`src/rtl/pipe_stage_buf.sv`:
```
// Elastic pipeline-stage register: DEPTH-entry circular skid buffer with valid/ready
// handshake and synchronous flush. Define PIPE_STATS_EN to add stall/high-water counters.
module pipe_stage_buf #(
   parameter  int WIDTH = 64,
   parameter  int DEPTH = 2,
   localparam int CNTW  = $clog2(DEPTH) + 1
) (
   input  logic             CLK,
   input  logic             nRST,
   input  logic             flush,
   input  logic             in_valid,
   output logic             in_ready,
   input  logic [WIDTH-1:0] in_data,
   output logic             out_valid,
   input  logic             out_ready,
   output logic [WIDTH-1:0] out_data,
   output logic [CNTW-1:0]  count
`ifdef PIPE_STATS_EN
   ,
   output logic [15:0]      stall_cycles,
   output logic [CNTW-1:0]  high_water
`endif
);

   localparam int AW = $clog2(DEPTH);

   logic [WIDTH-1:0] mem [DEPTH];
   logic [AW-1:0]    head;
   logic [AW-1:0]    tail;
   logic [CNTW-1:0]  count_next;
   logic             push;
   logic             pop;

   // Handshake terms come from registered occupancy only, so there is no
   // combinational path from out_ready to in_ready.
   assign in_ready  = (count != CNTW'(DEPTH));
   assign out_valid = (count != '0);
   assign out_data  = out_valid ? mem[head] : '0;

   assign push = in_valid && in_ready;
   assign pop  = out_valid && out_ready;

   always_comb begin
      count_next = count;
      if (flush) begin
         count_next = '0;
      end else if (push && !pop) begin
         count_next = count + CNTW'(1);
      end else if (pop && !push) begin
         count_next = count - CNTW'(1);
      end
   end

   always_ff @(posedge CLK or negedge nRST) begin
      if (!nRST) begin
         head  <= '0;
         tail  <= '0;
         count <= '0;
      end else begin
         count <= count_next;
         if (flush) begin
            head <= '0;
            tail <= '0;
         end else begin
            if (push) tail <= tail + AW'(1);
            if (pop)  head <= head + AW'(1);
         end
      end
   end

   // Payload storage is left unreset; out_data is masked while empty.
   always_ff @(posedge CLK) begin
      if (push && !flush) begin
         mem[tail] <= in_data;
      end
   end

`ifdef PIPE_STATS_EN
   always_ff @(posedge CLK or negedge nRST) begin
      if (!nRST) begin
         stall_cycles <= '0;
      end else if (out_valid && !out_ready && (stall_cycles != 16'hFFFF)) begin
         stall_cycles <= stall_cycles + 16'd1;
      end
   end

   // Tracking the next occupancy keeps high_water current with count.
   always_ff @(posedge CLK or negedge nRST) begin
      if (!nRST) begin
         high_water <= '0;
      end else if (flush) begin
         high_water <= '0;
      end else if (count_next > high_water) begin
         high_water <= count_next;
      end
   end
`endif

endmodule

```
`config.mk`:
```
export PLATFORM = sky130hd
export DESIGN_NAME = pipe_stage_buf
export DESIGN_NICKNAME = d
export VERILOG_FILES = /design/src/rtl/pipe_stage_buf.sv
export SDC_FILE = /design/constraint.sdc
export NUM_CORES = 1
export LEC_CHECK = 0
export ABC_AREA = 1
export CAP_MARGIN = 20
export CORE_MARGIN = 4
export CORE_UTILIZATION = 62
export DETAILED_ROUTE_END_ITERATION = 8
export DONT_BUFFER_PORTS = 1
export GPL_TIMING_DRIVEN = 0
export PLACE_DENSITY = 0.75
export SYNTH_ARGS = -nofsm -noshare
export SYNTH_HDL_FRONTEND = slang
export SYNTH_SLANG_ARGS = --single-unit
```
`constraint.sdc`:
```
create_clock -name CLK -period 4.5 [get_ports CLK]
set_input_delay 1.125 -clock CLK [delete_from_list [all_inputs] [get_ports CLK]]
set_output_delay 1.125 -clock CLK [all_outputs]
set_load 0.03 [all_outputs]
```
Word level (Yosys, flattened, before mapping)

Memory sizes are Yosys's and may differ from the RTL's.
Cells that the tools add are included.

Register bits: 4
Bits in writable memories: 128
Bits of input ports: 69
Output and inout port bits: 68
Logic and storage cells: 31
Memories kept: 1

Add/sub/neg operators: 4
Equality and inequality tests: 1
Muxes and demuxes: 10
Reductions and logical operators: 12

Memory list:

| name | depth | bits a word | rd ports | clocked after Yosys merged registers in | wr ports | line | RTL |
|---|---|---|---|---|---|---|---|
| mem  | 2     | 64          | 1        | 0                                       | 1        | 27   | `logic [WIDTH-1:0] mem [DEPTH];` |

Operator list:

| kind                | count |
|---|---|
| $mux 64             | 1 |
| $mux 1              | 6 |
| $mux 2              | 3 |
| $reduce_bool 2->1   | 3 |
| $logic_and 1x1->1   | 5 |
| $logic_not 1->1     | 3 |
| $reduce_bool 3->1   | 1 |
| $add 1x1->1 const B | 2 |
| $add 2x1->2 const B | 1 |
| $ne 2x2->1 const B  | 1 |
| $sub 2x1->2 const B | 1 |

Logic depth before layout (Yosys ltp)

Gate-level depths: netlist (run 1).

Word-level depth: 7
Mapped depth: 8

Least setup slack after synthesis (run 1)

No wires, ideal clock.

Path kind: input -> register
Start point: in in_valid
End point: mem mem[0][0], enable pin
Setup time: 0.486 ns
Data arrival time: 4.067 ns
Slack: -0.053 ns
Stages on the path: 4
Cells stage by stage: inv_1 -> a21oi_2 -> nand2_1 -> nor2_1

Cells in the longest elaborated chain, start to end: 4

RTL lines:

| item                         | line | RTL |
|---|---|---|
| start, declared              | 11   | `input logic in_valid,` |
| $logic_and 1x1->1            | 40   | `assign push = in_valid && in_ready;` |
| $logic_and 1x1->1            | 73   | `if (push && !flush) begin` |
| $mux 1                       | 73   |  |
| $mux 1 (implied by the code) | 74   | `mem[tail] <= in_data;` |
| end, declared                | 27   |  |

Every way passes these cells.

Final worst setup path (run 1)

Start point: reg count[1]
End point: out out_data[34]

Cells in the longest elaborated chain, start to end: 2

RTL lines:

| item                   | line | RTL |
|---|---|---|
| start, declared        | 17   | `output logic [CNTW-1:0] count` |
| start signal, assigned | 60   | `count <= count_next;` |
| $reduce_bool 2->1      | 37   | `assign out_valid = (count != '0);` |
| $mux 64                | 38   | `assign out_data = out_valid ? mem[head] : '0;` |
| end, declared          | 16   | `output logic [WIDTH-1:0] out_data,` |

Every way passes these cells.

==> summary.md, run 1 <==
| Metric | Value |
|---|---|
| DP Wirelength | `around 6300 µm` |
| M1 WL | `roughly 3600 µm` |
| Maximum root-to-sink buffer count | `2` |
| Synthesized Nets | `450` |
| Number of sinks driven by the clock tree | `132` |
| Critical Setup Path Class | `register to output pin` |
| Peak supply drop | `approximately 0.45 mV` |
| Layout overhead on the synthesized area | `16.5%` |
| Vias per cell | `about 5.6` |
| DRC violations left | `0` |
| Number of inserted filler cells in the final layout | `roughly 460` |
| Floorplan die height | `approximately 98 µm` |
| Antenna Diode Count | `0` |
| TritonCTS buffer count | `17` |
| Max cap viols | `0` |
| Final net count | `between 400 and 500` |
| Post-route fraction of the period consumed by the critical path | `between 70% and 80%` |
| Sequential fraction of the synthesis area | `about four fifths` |
| Total via count after detailed routing | `2893` |
| Status | `finished clean` |
| DRC marker count from the first detailed-route iteration | `~130` |
| Clock-pin slew reported for the worst setup and hold paths after clock tree synthesis | `approximately 60 ps` |
| FF+latch count, synth | `approximately 130` |
| Wire length of the first global-routing pass | `15400 µm` |
| Fraction of layout instances using a drive strength above 1 | `13.9%` |
| Count of nets left with antenna violations after detail routing | `0` |
| Register-to-Register Path Depth | `6` |
| Maximum number of pins on one net before global-route repair | `31` |
| Number of I/O pins | `approximately 140` |
| Setup crit start kind | `register` |
| Initial cell density of the core | `between 60 and 70%` |
| Total global routing overflow | `0` |
| Post-Synthesis Cells | `between 300 and 400` |
| Final weighted congestion in routability-driven placement | `0.793` |
| All-layer global routing usage | `a little over a fifth` |
| Area of combinational cells with multiple inputs | `about 960 µm²` |
| Fmax | `between 200 and 300 MHz` |
| Routed met3 length | `about 990 µm` |
| Vias in the first global route | `~3000` |
| Worst clock skew | `approximately 5.3 ps` |
| Number of buffer cells added on primary ports | `0` |
| Level count of the clock H-tree | `4` |
| CTS tree | `built` |
| Syn. warnings | `0` |
| Rows | `32` |
| DR pass1 iterations | `5` |
| Number of buffers inserted by post-CTS setup repair | `0` |
| Crit path required time | `approximately 3400 ps` |
| Post-layout utilization of the core | `roughly 75%` |
| WP data arrival | `between 2000 and 2500 ps` |
| Detail Route met2 WL | `about 5000 µm` |
| Reg area | `3940 µm²` |
| Width of the die | `97.9 µm` |
| Capturing element type of the critical path | `output pin` |
| Endpoints failing hold | `0` |
| Top layer in use | `met4` |
| Max Fanout on Critical Path | `10` |
| Number of antenna violations at the first check in global routing | `0` |
| Number of buffers inserted for hold repair after clock tree synthesis | `0` |
| Rel. slew slack | `a little under 50%` |
| Drt wl/cell | `roughly 19 µm` |
| Summed instance area of the synthesized netlist | `around 5000 µm²` |
| Unrepaired setup endpoints after global routing | `no` |
| Detailed-route wire length | `9780 µm` |
| Final setup viols | `0` |
| Power Dens Cells | `669 nW/µm²` |
| Final hold slack | `approximately 310 ps` |
| Final Slew Violations | `0` |
| Post-synth cell types | `17` |
| Static Leakage | `between 0.002 and 0.0025 µW` |
| Clock period minus worst slack | `approximately 3400 ps` |
| Slew at the pin with the worst max-slew slack | `approximately 760 ps` |
| Die footprint | `9580 µm²` |
| Post-synthesis area per instance | `around 13 µm²` |
| Tightest Hold Check Type | `primary input to asynchronous set/reset pin` |
| Clock Tree Root | `sky130_fd_sc_hd__clkbuf_8` |
| Placeable Area | `just under 8000 µm²` |
| Total of cells resized after clock tree synthesis | `0` |
| Clock latency on the worst-skew pair | `roughly 500 ps` |
==> final timing paths <==
kind	start	slack (ps)	to
worst min-delay path	nRST	310	head
worst min register to register	tail	580	tail
min in group CLK	tail	580	tail
worst max register to register	count[0]	2190	mem[1][22]
max in group asynchronous	nRST	4130	tail
worst max-delay path	count[1]	1070	out_data[34]
==> final cells by class <==
class | count | area share, %
Inverter | 6 | 0.386
Tap cell | 102 | 2.19
Multi-Input combinational cell | 222 | 16.4
Timing Repair Buffer | 4 | 1.50
Sequential cell | 132 | 67.6
Buffer | 21 | 1.69
Clock inverter | 14 | 3.05
Clock buffer | 18 | 7.17
==> cell usage in the layout, fill, tap and decap left out <==
cell	synthesis	layout
sky130_fd_sc_hd__a21oi_1	66	66
sky130_fd_sc_hd__a21oi_2	1	1
sky130_fd_sc_hd__buf_12	0	3
sky130_fd_sc_hd__buf_16	0	1
sky130_fd_sc_hd__buf_2	13	13
sky130_fd_sc_hd__buf_4	1	1
sky130_fd_sc_hd__bufinv_16	0	3
sky130_fd_sc_hd__clkbuf_1	7	8
sky130_fd_sc_hd__clkbuf_16	0	16
sky130_fd_sc_hd__clkbuf_8	0	1
sky130_fd_sc_hd__clkinv_2	0	1
sky130_fd_sc_hd__clkinv_4	0	2
sky130_fd_sc_hd__clkinvlp_4	0	4
sky130_fd_sc_hd__dfrtp_1	4	4
sky130_fd_sc_hd__edfxtp_1	128	128
sky130_fd_sc_hd__inv_1	5	5
sky130_fd_sc_hd__inv_2	1	1
sky130_fd_sc_hd__inv_6	0	4
sky130_fd_sc_hd__nand2_1	142	142
sky130_fd_sc_hd__nand2_2	4	4
sky130_fd_sc_hd__nand3_1	1	1
sky130_fd_sc_hd__nand4_1	1	1
sky130_fd_sc_hd__nor2_1	4	2
sky130_fd_sc_hd__nor2_2	1	1
sky130_fd_sc_hd__nor2_4	0	2
sky130_fd_sc_hd__o21ai_0	1	1
sky130_fd_sc_hd__o22ai_1	1	1
==> metal layers <==
| metal | up-vias | track usage (%) |
|---|---|---|
| met1 | 1370 | 23.0 |
| met3 | 16 | 11.0 |
| met4 | 0 | 9.37 |
| met2 | 121 | 35.0 |
| li1 | 1386 | - |
| met5 | - | 0 |
==> flip-flops by register name, indices dropped and copies added (netlist names) <==
register and cells:
count 2, head 1, tail 1, mem 128
==> metrics by stage <==
| step | setup WS [ps] | std cells | power (µW) | area [µm²] | setup TNS (ps) |
|---|---|---|---|---|---|
| after floorplan | 51.7 | 381 | 2380 | 5010 | 0 |
| after global placement | -1260 | 483 | 2540 | 5140 | -80730 |
| after detailed placement | 1610 | 487 | 2570 | 5240 | 0 |
| after CTS | 1040 | 519 | 3930 | 5830 | 0 |
| after global routing | 956 | 519 | 4070 | 5830 | 0 |
| final | 1070 | 519 | 3900 | 5830 | 0 |
==> critical path, cell delays in order (launching register included) <==
cell and delay (ps):
sky130_fd_sc_hd__dfrtp_1 640, sky130_fd_sc_hd__nor2_1 110, sky130_fd_sc_hd__buf_2 230, sky130_fd_sc_hd__buf_2 210, sky130_fd_sc_hd__a21oi_1 610
==> logic make-up (layout without fill, tap and decap cells) <==
kind of cell           Yosys count  in the layout  synth area share (%)
DFF                            132            132                  78.8
buffers and inverters           27             63                  2.42
and+or+nand+nor                153            153                  11.8
AOI/OAI and AO/OA               69             69                  7.00
==> Yosys cell counts, drive strengths merged <==
library cell / number / share of area [%]
nor2: 5 / 0.42
o22ai: 1 / 0.13
nand2: 146 / 11
dfrtp: 4 / 2.0
edfxtp: 128 / 77
nand4: 1 / 0.13
a21oi: 67 / 6.8
buf: 14 / 1.4
nand3: 1 / 0.10
clkbuf: 7 / 0.52
o21ai: 1 / 0.10
inv: 6 / 0.45
==> where the power goes <==
part           internal [µW]  switching, µW  total [µW]
Sequential              1460           46.7        1500
Clock                    850            508        1360
Combinational            167            876        1040
Note: power is estimated with default switching activity, not from simulation.
==> run 2: changes to the inputs <==
Settings changed: CORE_UTILIZATION 62 to 56, PLACE_DENSITY 0.75 to 0.71.
Clock period 4.5 ns to 2.9 ns, I/O delays scaled along.
==> run 2 against run 1 <==
Compared with the run above:
- critical path depth grew 1
- sequential power increased by 55%
- die area increased by 9.8%
- utilization decreased by 4.7 points
- highest routed layer unchanged
- via count rose by 1.5%
- non-clock buffer count grew 1
- power rose by 64%
- cell count grew 1.3%
- clock skew grew 1.1 ps
- first-iteration DRC count is 12% lower
==> summary.md, run 2 (synthesis results as in run 1) <==
| Metric | Value |
|---|---|
| Critical path's slowest cell | `sky130_fd_sc_hd__a21oi_2` |
| Fmax | `~360 MHz` |
| Post-layout utilization of the core | `70.0%` |
| Cell with the most instances on the worst path | `sky130_fd_sc_hd__buf_2` |
| Total via count after detailed routing | `between 2000 and 3000` |
| Clock Tree Root | `sky130_fd_sc_hd__clkbuf_8` |
| Die footprint | `around 11000 µm²` |
| Level count of the clock H-tree | `4` |
| Worst-case hold path end point | `mem[0][47]` |
| Layout overhead on the synthesized area | `21.9%` |
| Final setup viols | `0` |
| Max cap viols | `0` |
| Setup crit start kind | `register` |
| Most frequent standard cell in the layout excluding fill and tap cells | `sky130_fd_sc_hd__nand2_1` |
| Total global routing overflow | `0` |
| Stages on the worst setup path | `5` |
| Rel. slew slack | `between 40 and 50%` |
| Total Power | `about 6400 µW` |
| Worst Hold Path Cells | `0` |
| Unrepaired setup endpoints after global routing | `no` |
| Endpoint of the most critical register-to-register path | `mem[1][22]` |
| Worst setup slack before clock tree synthesis | `371 ps` |
| Power Dens Cells | `about 1000 nW/µm²` |
| Fraction of layout instances using a drive strength above 1 | `28.5%` |
| Max Fanout on Critical Path | `10` |
| CTS tree | `built` |
| Clock-pin slew reported for the worst setup and hold paths after clock tree synthesis | `around 60 ps` |
| Number of I/O pins | `approximately 140` |
| DRC violations left | `0` |
| Leading cell types in the layout, fill and taps excluded | `142 x sky130_fd_sc_hd__nand2_1, 128 x sky130_fd_sc_hd__edfxtp_1, 61 x sky130_fd_sc_hd__a21oi_2` |
| Width of the die | `103 µm` |
| Peak supply drop | `roughly 0.54 mV` |
| Rows | `34` |
| Post-route fraction of the period consumed by the critical path | `between 90% and 100%` |
| Start point of the worst min-delay path | `in_data[47]` |
| Largest stage delay, worst path | `~400 ps` |
| DP Wirelength | `~6700 µm` |
| Top flop regs | `mem x128, count x2` |
| Slew at the pin with the worst max-slew slack | `791 ps` |
| Clock period minus worst slack | `~2800 ps` |
| Static Leakage | `about 0.0021 µW` |
| Detailed-route wire length | `between 10000 and 15000 µm` |
| Endpoints failing hold | `0` |
| CP bufs+invs | `3` |
| Largest reg by FF count | `mem` |
| Initial cell density of the core | `a little under three fifths` |
| Clock latency on the worst-skew pair | `500 ps` |
| All-layer global routing usage | `20.1%` |
| Register-to-Register Path Depth | `6` |
| FF-to-FF Start | `count[0]` |
| Drt wl/cell | `slightly below 20 µm` |
| Crit path required time | `about 2200 ps` |
| DRC marker count from the first detailed-route iteration | `roughly 110` |
| Wire length of the first global-routing pass | `roughly 16000 µm` |
| Number of sinks driven by the clock tree | `approximately 130` |
| WP data arrival | `2040 ps` |
| Maximum root-to-sink buffer count | `2` |
| Post-layout worst setup margin | `between 100 and 150 ps` |
| Layout Cells excl Fill | `roughly 530` |
| Number of inserted filler cells in the final layout | `between 500 and 600` |
| Largest register FFs | `approximately 130` |
| Status | `finished clean` |
| Tightest Hold Check Type | `primary input to register` |
| Number of cells in the design after placement | `slightly below 500` |
| Antenna Diode Count | `0` |
| Vias per cell | `between 5 and 6` |
| Kind of cell with the highest combined delay on the critical path | `buffers and inverters` |
| TritonCTS buffer count | `17` |
| Final net count | `about 470` |
| Final weighted congestion in routability-driven placement | `0.876` |
| Count of nets left with antenna violations after detail routing | `0` |
| Maximum number of pins on one net before global-route repair | `30` |
| DR pass1 iterations | `4` |
| Final Slew Violations | `0` |
| Placeable Area | `slightly below 9000 µm²` |
| Critical Setup Path Class | `register to output pin` |
| Critical path, cell by cell | `inv_1, buf_2, buf_2, nand2_1, a21oi_2` |
| Worst clock skew | `approximately 6.4 ps` |
| Vias in the first global route | `around 3100` |
| Floorplan die height | `approximately 100 µm` |
| Capturing element type of the critical path | `output pin` |
| R2r setup slk | `a little under 700 ps` |
| Number of antenna violations at the first check in global routing | `0` |
| Number of buffer cells added on primary ports | `0` |
## run 2: changes by cell type in the layout (fill, tap and decap cells not counted), moves of 2 or more
cell                         delta
sky130_fd_sc_hd__clkinvlp_4     -2
sky130_fd_sc_hd__clkinv_2       +2
sky130_fd_sc_hd__a21oi_1       -60
sky130_fd_sc_hd__inv_6          -4
sky130_fd_sc_hd__dfrtp_2        +2
sky130_fd_sc_hd__dfrtp_1        -2
sky130_fd_sc_hd__bufinv_16      +2
sky130_fd_sc_hd__a21oi_2       +60
## run 2: through the flow
stage	cell area, µm²	hold WS [ps]	setup TNS (ps)
after floorplan	5020	429	0
after global placement	5160	430	-6840
after detailed placement	5240	430	0
after CTS	6060	287	-1330
after global routing	6100	281	0
final	6100	312	0
## run 2: final cells by class
type                            count  area (µm²)  area share, %
Buffer                             21        98.8           1.62
Clock buffer                       18         418           6.85
Clock inverter                     14         210           3.44
Inverter                            6        22.5          0.369
Multi-Input combinational cell    222        1180           19.4
Sequential cell                   132        3950           64.7
Tap cell                          108         135           2.21
Timing Repair Buffer                5        90.1           1.48
## run 2: worst reg2reg max path, cell delays in order (launching register included)
cell and delay [ps]:
sky130_fd_sc_hd__dfrtp_2 500, sky130_fd_sc_hd__inv_2 110, sky130_fd_sc_hd__nand2_1 270, sky130_fd_sc_hd__nand2_1 180, sky130_fd_sc_hd__nor2_4 370, sky130_fd_sc_hd__buf_12 250, sky130_fd_sc_hd__buf_12 220
## run 2: timing repair
item                       CTS  global route
hold buffers                 1             0
gates resized for setup     50            12
setup endpoints to repair   60            64
hold endpoints to repair     4             0
gates cloned                 0             0
pin swaps                    0             0
setup buffers                0             0
## run 2: how the worst max path moves through the flow
| stage | slack, ps | from | endpoint |
|---|---|---|---|
| 4_1_cts | -160 | count[1] | out_data[29] |
| 3_5_place_dp | 370 | count[1] | out_data[7] |
| 5_1_grt | 20 | head | out_data[34] |
| 2_1_floorplan | 430 | count[0] | mem[1][0] |
| 6_report | 140 | head | out_data[34] |
| 3_3_place_gp | -110 | count[0] | mem[1][24] |
## run 2: report_power, final
| part | switching, µW | leakage (µW) | internal (µW) | total [µW] |
|---|---|---|---|---|
| clock | 760 | 0.000302 | 1480 | 2240 |
| sequential | 71.5 | 0.00122 | 2260 | 2330 |
| combinational | 1510 | 0.000555 | 319 | 1830 |
## run 2: per-layer routing
layer / share of wire, % / up-vias / GRT usage [%]
met5: 0 / - / 0
met4: 0.49 / 0 / 5.95
met3: 11 / 5 / 10.0
met2: 53 / 108 / 35.1
met1: 36 / 1439 / 21.4
li1: - / 1385 / -
==> edit, RTL diff (config.mk and constraints of run 1) <==
Add a define of `PIPE_STATS_EN`.
--- a/src/rtl/pipe_stage_buf.sv
+++ b/src/rtl/pipe_stage_buf.sv
@@ -1,5 +1,7 @@
 // Elastic pipeline-stage register: DEPTH-entry circular skid buffer with valid/ready
 // handshake and synchronous flush. Define PIPE_STATS_EN to add stall/high-water counters.
+`define PIPE_STATS_EN
+
 module pipe_stage_buf #(
    parameter  int WIDTH = 64,
    parameter  int DEPTH = 2,
Formal check against the unedited RTL (old outputs only; new: high_water and stall_cycles): equivalent (equiv_simple and equiv_induct, registers matched by name and starting in step).
==> edit against run 1 <==
  * Sequential cell count up 18
  * Cell area is 19% higher
  * Total power grew 11%
  * Routed wire length up 21%
  * Setup slack got worse by 700 ps
  * Synthesized area increased by 22%
  * Final cell count up 35%
  * Critical path type unchanged
  * Clock skew hardly changed
==> edit: results (changes against run 1) <==
Run status
  • Outcome: finished, final reports clean (unchanged)

CTS
  • Clk slew on worst S/H paths: 70 ps
  • Cell at the root of the clock tree: clkbuf_8 (unchanged)
  • Max H-tree Level: 4 (unchanged)
  • Clock latency on the worst-skew pair: 510 ps
  • Post_cts resized: 0 (unchanged)
  • Post-CTS setup repair buffer count: 0 (unchanged)
  • Num CTS Buffers: 17 (unchanged)
  • Maximum buffer depth of the clock tree: 2 (unchanged)

Yosys
  • Largest cells by area after synthesis: edfxtp_1, nor2_1, dfrtp_1 (was edfxtp_1, nand2_1, a21oi_1)
  • Number of nets in the synthesized netlist: 608 (was 450)
  • Number of synthesized flops with an enable pin: 128 (unchanged)
  • Number of synthesis warnings: 0 (unchanged)
  • Share of synthesized area occupied by flip-flops and latches: 0.721 (was 0.788)
  • Most numerous cell types in the synthesized netlist: nor2_1, edfxtp_1, nand2_1 (was nand2_1, edfxtp_1, a21oi_1)
  • Async set-reset flop share out of synthesis: 0.147 (was 0.0303)
  • Synth unique cells: 21 (was 17)

Placement
  • Number of input and output port buffers inserted: 0 (unchanged)
  • Total cell area at the placement stage: 0.00635 mm² (was 0.00524 mm²)
  • Final HPWL from detailed placement: 8050 µm (was 6350 µm)
  • Final Wtd Congestion: 0.854 (was 0.793)

Power
  • Pint: 2.68 mW (was 2.47 mW)
  • Largest vdd supply drop: 0.436 mV (was 0.450 mV)
  • Leakage component of the power: 2.62 nW (was 2.06 nW)

Detailed routing
  • Routed length per instance: 16.9 µm (was 18.9 µm)
  • Iteration count of the initial detailed-routing pass: 5 (unchanged)
  • Starting DRT DRC Count: 189 (was 129)
  • Vias per inst: 5.41 (was 5.57)

Global routing
  • Antenna violations before repair: 0 (unchanged)
  • GRT Util Overall: 0.206 (was 0.213)
  • Largest net degree at the start of global routing: 30 (was 31)
  • Number of global-route vias before repair: 3571 (was 2997)
  • First-pass GRT wire length: 17800 µm (was 15400 µm)

Finish
  • ANT cells: 0 (unchanged)
  • Final-stage net count: 631 (was 473)
  • Largest registers in the final layout: mem (128), stall_cycles (16) (was mem (128), count (2))
  • Fraction of final layout cells sized beyond drive strength 1: 0.100 (was 0.139)

STA
  • Clock skew after layout: 5.50 ps (was 5.26 ps)
  • Worst-margin pin slew: 687 ps (was 760 ps)

Setup path
  • Arrival @ worst endpoint: 3010 ps (was 2310 ps)
  • Worst-path maximum fanout: 10 (unchanged)
  • Delay of the slowest cell on the worst path: 560 ps (was 640 ps)
  • Critical Path Slowest Stage Cell: clkbuf_1 (was dfrtp_1)

Worst hold path
  • Tightest Hold Check Type: input port to asynchronous set/reset pin (unchanged)
edit: cell types whose count changed in the layout (fill, tap and decap cells not counted), moves of 5 or more:
cell | before | now
buf_2 | 13 | 7
xnor2_1 | 0 | 7
a21oi_1 | 66 | 2
dfrtp_1 | 4 | 22
clkbuf_1 | 8 | 14
o21ai_0 | 1 | 74
inv_1 | 5 | 23
nand3_1 | 1 | 9
nor2_1 | 2 | 147
nand2_1 | 142 | 77
ha_1 | 0 | 5
edit: path summary, 6_finish.rpt:
kind | from | to | slack [ps] | depth (start not counted)
min in group CLK | tail$_DFFE_PN0P_ | tail$_DFFE_PN0P_ | 590 | 1
max | count[0]$_DFF_PN0_ | out_data[59] | 370 | 7
max reg2reg | count[0]$_DFF_PN0_ | high_water[1]$_DFFE_PN0P_ | 1520 | 16
max in group asynchronous | nRST | stall_cycles[10]$_DFFE_PN0P_ | 4120 | 0
min | nRST | stall_cycles[13]$_DFFE_PN0P_ | 310 | 0
min reg2reg | tail$_DFFE_PN0P_ | tail$_DFFE_PN0P_ | 590 | 1
edit: power by group through the flow:
stage | registers, mW | logic (mW) | clock network (mW)
2_1_floorplan | 1.80 | 0.992 | 0
4_1_cts | 1.78 | 1.21 | 1.39
5_1_grt | 1.79 | 1.31 | 1.46
3_3_place_gp | 1.81 | 1.17 | 0
3_5_place_dp | 1.81 | 1.21 | 0
6_report | 1.78 | 1.20 | 1.37
edit: routing by layer:
layer  global-route usage  share of wire  vias up
li1                     -              -     1855
met1                0.236           0.38     1781
met2                0.341           0.50      133
met3                0.101           0.10       16
met4               0.0648          0.012        0
met5                    0              0        -
edit: cell families (layout without fill, tap and decap cells):
group           Yosys count  in the layout  share of synthesized area
simple gates            245            245                      0.158
buf+inv                  48             84                     0.0335
compound gates           79             79                     0.0674
fa+ha+maj                 5              5                     0.0103
xor+xnor                  7              7                     0.0101
flops                   150            150                      0.721
edit: worst max-delay path: cells and delay by family (launching register included):
kind	cells	cell delay, ps
simple gates	1	510
compound gates	1	180
flops	1	540
buf+inv	4	1020
fa+ha+maj	1	240
edit: final cells by class:
cell class                      instances  area [µm²]
Tap cell                              129         161
Fill cell                             648        2480
Inverter                               25        93.8
Multi-Input combinational cell        336        1510
Buffer                                 23         110
Sequential cell                       150        4390
Clock buffer                           17         414
Clock inverter                         15         169
Timing Repair Buffer                    4        80.1
edit: per-stage QoR:
step,setup slack [ps],instances
global route,124,699
CTS,319,699
detailed placement,873,667
global placement,-1330,663
finish,370,699
floorplan,41.1,534
